`src/rtl/spi_ctrl_pkg.sv`:
```
// Shared types and constants for the SPI register controller.
// States, command-byte layout and width defaults.
package spi_ctrl_pkg;

  localparam int ADDR_W_DEF = 7;
  localparam int DATA_W_DEF = 8;
  localparam int CMD_RW_BIT = 7;
  localparam logic [7:0] DUMMY_DEFAULT = 8'h00;

  typedef enum logic [2:0] {
    IDLE,
    CMD,
    RD_REQ,
    RD_WAIT,
    RD_STREAM,
    WR_STREAM,
    DROP
  } state_t;

endpackage

```
`src/rtl/spi_reg_controller.sv`:
```
// SPI byte stream to register-file bridge: command byte, then
// auto-incrementing read or write burst until chip select drops.
module spi_reg_controller
  import spi_ctrl_pkg::*;
#(
  parameter int         ADDR_W = ADDR_W_DEF,
  parameter int         DATA_W = DATA_W_DEF,
  parameter logic [7:0] DUMMY  = DUMMY_DEFAULT
) (
  input  logic              clk,
  input  logic              rst,
  input  logic              cs_active,
  input  logic              rx_valid,
  input  logic [7:0]        rx_byte,
  output logic [7:0]        tx_byte,
  output logic              tx_load,
  output logic [ADDR_W-1:0] reg_addr,
  output logic              reg_wr_en,
  output logic [DATA_W-1:0] reg_wdata,
  output logic              reg_rd_en,
  input  logic [DATA_W-1:0] reg_rdata,
  output logic              busy,
  output logic              err_overrun
);

  state_t            state;
  state_t            state_n;
  logic [ADDR_W-1:0] addr;
  logic [ADDR_W-1:0] addr_n;
  logic              cs_prev;
  logic [7:0]        tx_byte_n;
  logic              tx_load_n;
  logic [ADDR_W-1:0] reg_addr_n;
  logic              reg_wr_en_n;
  logic [DATA_W-1:0] reg_wdata_n;
  logic              reg_rd_en_n;
  logic              err_n;
  logic              cs_rise;
  logic              rx_ok;

  // Bytes only count while the transaction is open.
  assign cs_rise = cs_active & ~cs_prev;
  assign rx_ok   = rx_valid & cs_active;
  assign busy    = (state != IDLE);

  always_comb begin
    state_n     = state;
    addr_n      = addr;
    tx_byte_n   = tx_byte;
    tx_load_n   = 1'b0;
    reg_addr_n  = reg_addr;
    reg_wr_en_n = 1'b0;
    reg_wdata_n = reg_wdata;
    reg_rd_en_n = 1'b0;
    err_n       = err_overrun;
    if (state != IDLE && !cs_active) begin
      state_n = IDLE;
    end else if (state != IDLE && cs_rise) begin
      state_n = DROP;
    end else begin
      unique case (state)
        IDLE: begin
          if (cs_rise) begin
            state_n   = CMD;
            tx_byte_n = DUMMY;
            tx_load_n = 1'b1;
            err_n     = 1'b0;
          end
        end
        CMD: begin
          if (rx_ok) begin
            addr_n = ADDR_W'(rx_byte);
            if (rx_byte[CMD_RW_BIT]) begin
              state_n     = RD_REQ;
              reg_rd_en_n = 1'b1;
              reg_addr_n  = ADDR_W'(rx_byte);
            end else begin
              state_n = WR_STREAM;
            end
          end
        end
        RD_REQ: begin
          state_n = RD_WAIT;
          if (rx_ok) err_n = 1'b1;
        end
        RD_WAIT: begin
          state_n   = RD_STREAM;
          tx_byte_n = 8'(reg_rdata);
          tx_load_n = 1'b1;
          addr_n    = addr + 1'b1;
          if (rx_ok) err_n = 1'b1;
        end
        RD_STREAM: begin
          if (rx_ok) begin
            state_n     = RD_REQ;
            reg_rd_en_n = 1'b1;
            reg_addr_n  = addr;
          end
        end
        WR_STREAM: begin
          if (rx_ok) begin
            reg_wr_en_n = 1'b1;
            reg_addr_n  = addr;
            reg_wdata_n = DATA_W'(rx_byte);
            addr_n      = addr + 1'b1;
          end
        end
        DROP: begin
          state_n = DROP;
        end
        default: begin
          state_n = IDLE;
        end
      endcase
    end
  end

  // cs_prev resets high so a chip select held through reset
  // does not look like a fresh rise.
  always_ff @(posedge clk) begin
    if (rst) begin
      state       <= IDLE;
      addr        <= '0;
      cs_prev     <= 1'b1;
      tx_byte     <= DUMMY;
      tx_load     <= 1'b0;
      reg_addr    <= '0;
      reg_wr_en   <= 1'b0;
      reg_wdata   <= '0;
      reg_rd_en   <= 1'b0;
      err_overrun <= 1'b0;
    end else begin
      state       <= state_n;
      addr        <= addr_n;
      cs_prev     <= cs_active;
      tx_byte     <= tx_byte_n;
      tx_load     <= tx_load_n;
      reg_addr    <= reg_addr_n;
      reg_wr_en   <= reg_wr_en_n;
      reg_wdata   <= reg_wdata_n;
      reg_rd_en   <= reg_rd_en_n;
      err_overrun <= err_n;
    end
  end

endmodule

```
`config.mk`:
```
export PLATFORM = sky130hd
export DESIGN_NAME = spi_reg_controller
export DESIGN_NICKNAME = d
export VERILOG_FILES = /design/src/rtl/spi_ctrl_pkg.sv /design/src/rtl/spi_reg_controller.sv
export SDC_FILE = /design/constraint.sdc
export NUM_CORES = 1
export LEC_CHECK = 0
export CAP_MARGIN = 20
export CORE_MARGIN = 10
export CORE_UTILIZATION = 37
export CTS_CLUSTER_SIZE = 30
export DETAILED_ROUTE_END_ITERATION = 8
export RECOVER_POWER = 50
export SYNTH_ARGS = -nofsm -noshare
export SYNTH_HDL_FRONTEND = slang
export SYNTH_SLANG_ARGS = --single-unit
```
`constraint.sdc`:
```
create_clock -name clk -period 4.68 [get_ports clk]
set_input_delay 0.468 -clock clk [delete_from_list [all_inputs] [get_ports clk]]
set_output_delay 0.468 -clock clk [all_outputs]
set_load 0.05 [all_outputs]
```
==> qor.yml <==
drt.antenna.violating_nets: 0
min-delay-start: "reg_wdata[5]"
setup_tns_ps: 0
cellPowerDensity_nw_per_um2: 264
startpoint_type: "flop"
netlist_instances: 200
peakVddDrop_v: 0.000176
hpwlAfterDp_um: 3250
period_needed_ps: 2600
skew_ps: 5.60
io_pins: 48
p_leak_nw: 0.911
power_mw: 0.642
clock_latency_ps: 280
final_layout_size_suffix_gt1_frac: 0.0664
seq_area_frac_synth: 0.409
worstPathRequired_ps: 4210
end_kind: "output port"
syn_area_per_cell_um2: 9.30
stdcell_area_um2: 2430
synth_nets: 221
setup_viol: 0
dp_slack_ps: 2170
portBuffers: 47
r2r_start: "state[2]"
dieHeight_um: 90.9
syn_area_um2: 1860
hold_viol_final: 0
fp.dieW_um: 90.9
final_cell_mix: "dfxtp_1, nor2_1, clkdlybuf4s50_1, dlygate4sd3_1, mux2i_1"
firstDrtPassIters: 4
grt_pass1_vias: 1515
post_cts_resized: 0
synth.ff_latch_count: 38
core_um2: 4790
remaining_drc_errors: 0
postCtsHoldBufs: 0
ys.flop_type: "dfxtp_1"
antenna_cells: 0
slew_violations: 0
cts_buffer_depth: 2
fin_crit_sh: 0.557
synth.top_cell.area_share: 0.409
areaGrowthSynthToFinish_pct: 30.9
grt_usage: 0.108
grt_pass1_wl_um: 7480
die_area_um2: 8260
post_cts_buffers: 0
initial_core_util: 0.389
grt.overflow.total: 0
tritoncts: "built"
yosys_warnings: 0
max_freq_mhz: 384
ys_types: 42
clock-root-buffer: "clkbuf_8"
tightest_slew_ps: 985
hp-class: "flop to flop"
synth_edf_count: 0
initialDrtViolationCount: 72
routed_wirelength_um: 4450
critPathLaunch: "state[0]"
status: "finished, final reports clean"
slew_headroom: 0.336
rsz0062_at_grt: "no"
synth.largest_area_cell: "dfxtp_1"
cap_violations: 0
vias: 1558
cts.sinks: 38
via_per_inst: 5.06
layout_commonest_cell: "dfxtp_1"
cts_buffers: 5
place.gp.congestion: 0.780
setup_slack_ps: 2080
cp_max_fo: 18
antenna_found_initial: 0
path_clk_slew_ps: 80
postPlaceCellArea_um2: 2320
async_reset_ff_frac: 0
routedWlPerCell_um: 14.4
netlist_top_cells_area: "dfxtp_1, mux2i_1, nor2_1, a22oi_1, a211oi_1"
grt_max_degree: 29
rows: 25
htreeDepth: 2
cp.arrival_ps: 2140
final_core_util: 0.509
criticalPathCategory: "flop to output port"
final_nets: 261
## through the flow
step,instances,hold WS [ps]
after floorplan,200,477
after global placement,299,478
after detailed placement,299,485
after CTS,307,504
after global routing,308,524
final,308,491
## synth_stat cells (2+ instances only)
cell type	n
and2b_1	3
nor3_1	2
a31oi_1	2
o21ai_0	3
or3_1	2
nor2_1	33
mux2i_1	20
clkbuf_1	6
nand3_1	4
buf_4	6
buf_6	3
inv_1	3
and4b_1	2
dfxtp_1	38
o21bai_1	2
a21oi_1	6
or2_2	2
a211oi_1	7
nand2b_1	5
and3_1	4
nand2_1	7
o32ai_1	5
a311oi_1	2
o21a_1	3
and2_1	2
nor2b_1	4
a22oi_1	9
## metal layers
metal	vias to the layer above	track usage	wire length (um)
met5	-	0	0
met3	5	0.0557	396
met1	711	0.140	2230
li1	797	-	-
met4	0	0.0313	48
met2	45	0.152	1780
## logic make-up after synthesis
family                     after synthesis  synth area share
adders and majority gates                1           0.00672
AOI/OAI and AO/OA                       47             0.196
muxes                                   20             0.108
and+or+nand+nor                         74             0.213
DFF                                     38             0.409
xor gates and xnor gates                 1           0.00471
buffers and inverters                   19            0.0632
## power breakdown
part | internal (mW) | switching, mW
sequential | 0.327 | 0.00877
combinational | 0.0359 | 0.0391
clock | 0.119 | 0.112
## worst max-delay path, cell delays in order, from the launching register on
cell and delay [ps]:
dfxtp_1 730, or3_1 290, clkdlybuf4s50_1 830
## registers in the layout, indices dropped and copies added, names as in the netlist
name and count:
reg_rd_en 1, state 3, reg_wdata 8, tx_load 1
tx_byte 8, err_overrun 1, reg_wr_en 1, addr 7
cs_prev 1, reg_addr 7
## final timing paths
check	end	slack [ps]	cells after the start
hold / removal	reg_wdata[5]	490	2
setup / recovery	busy	2080	2
hold reg to reg	reg_wdata[5]	490	2
setup reg to reg	reg_wdata[5]	2580	4
## area by class of cell
type                            count  area (um2)
Timing Repair Buffer               49         505
Fill cell                         449        2350
Clock inverter                      1        5.00
Inverter                            3        11.3
Multi-Input combinational cell    143         982
Clock buffer                        7        86.3
Tap cell                           67        83.8
Sequential cell                    38         761
Power figures use the tool's default switching activity.
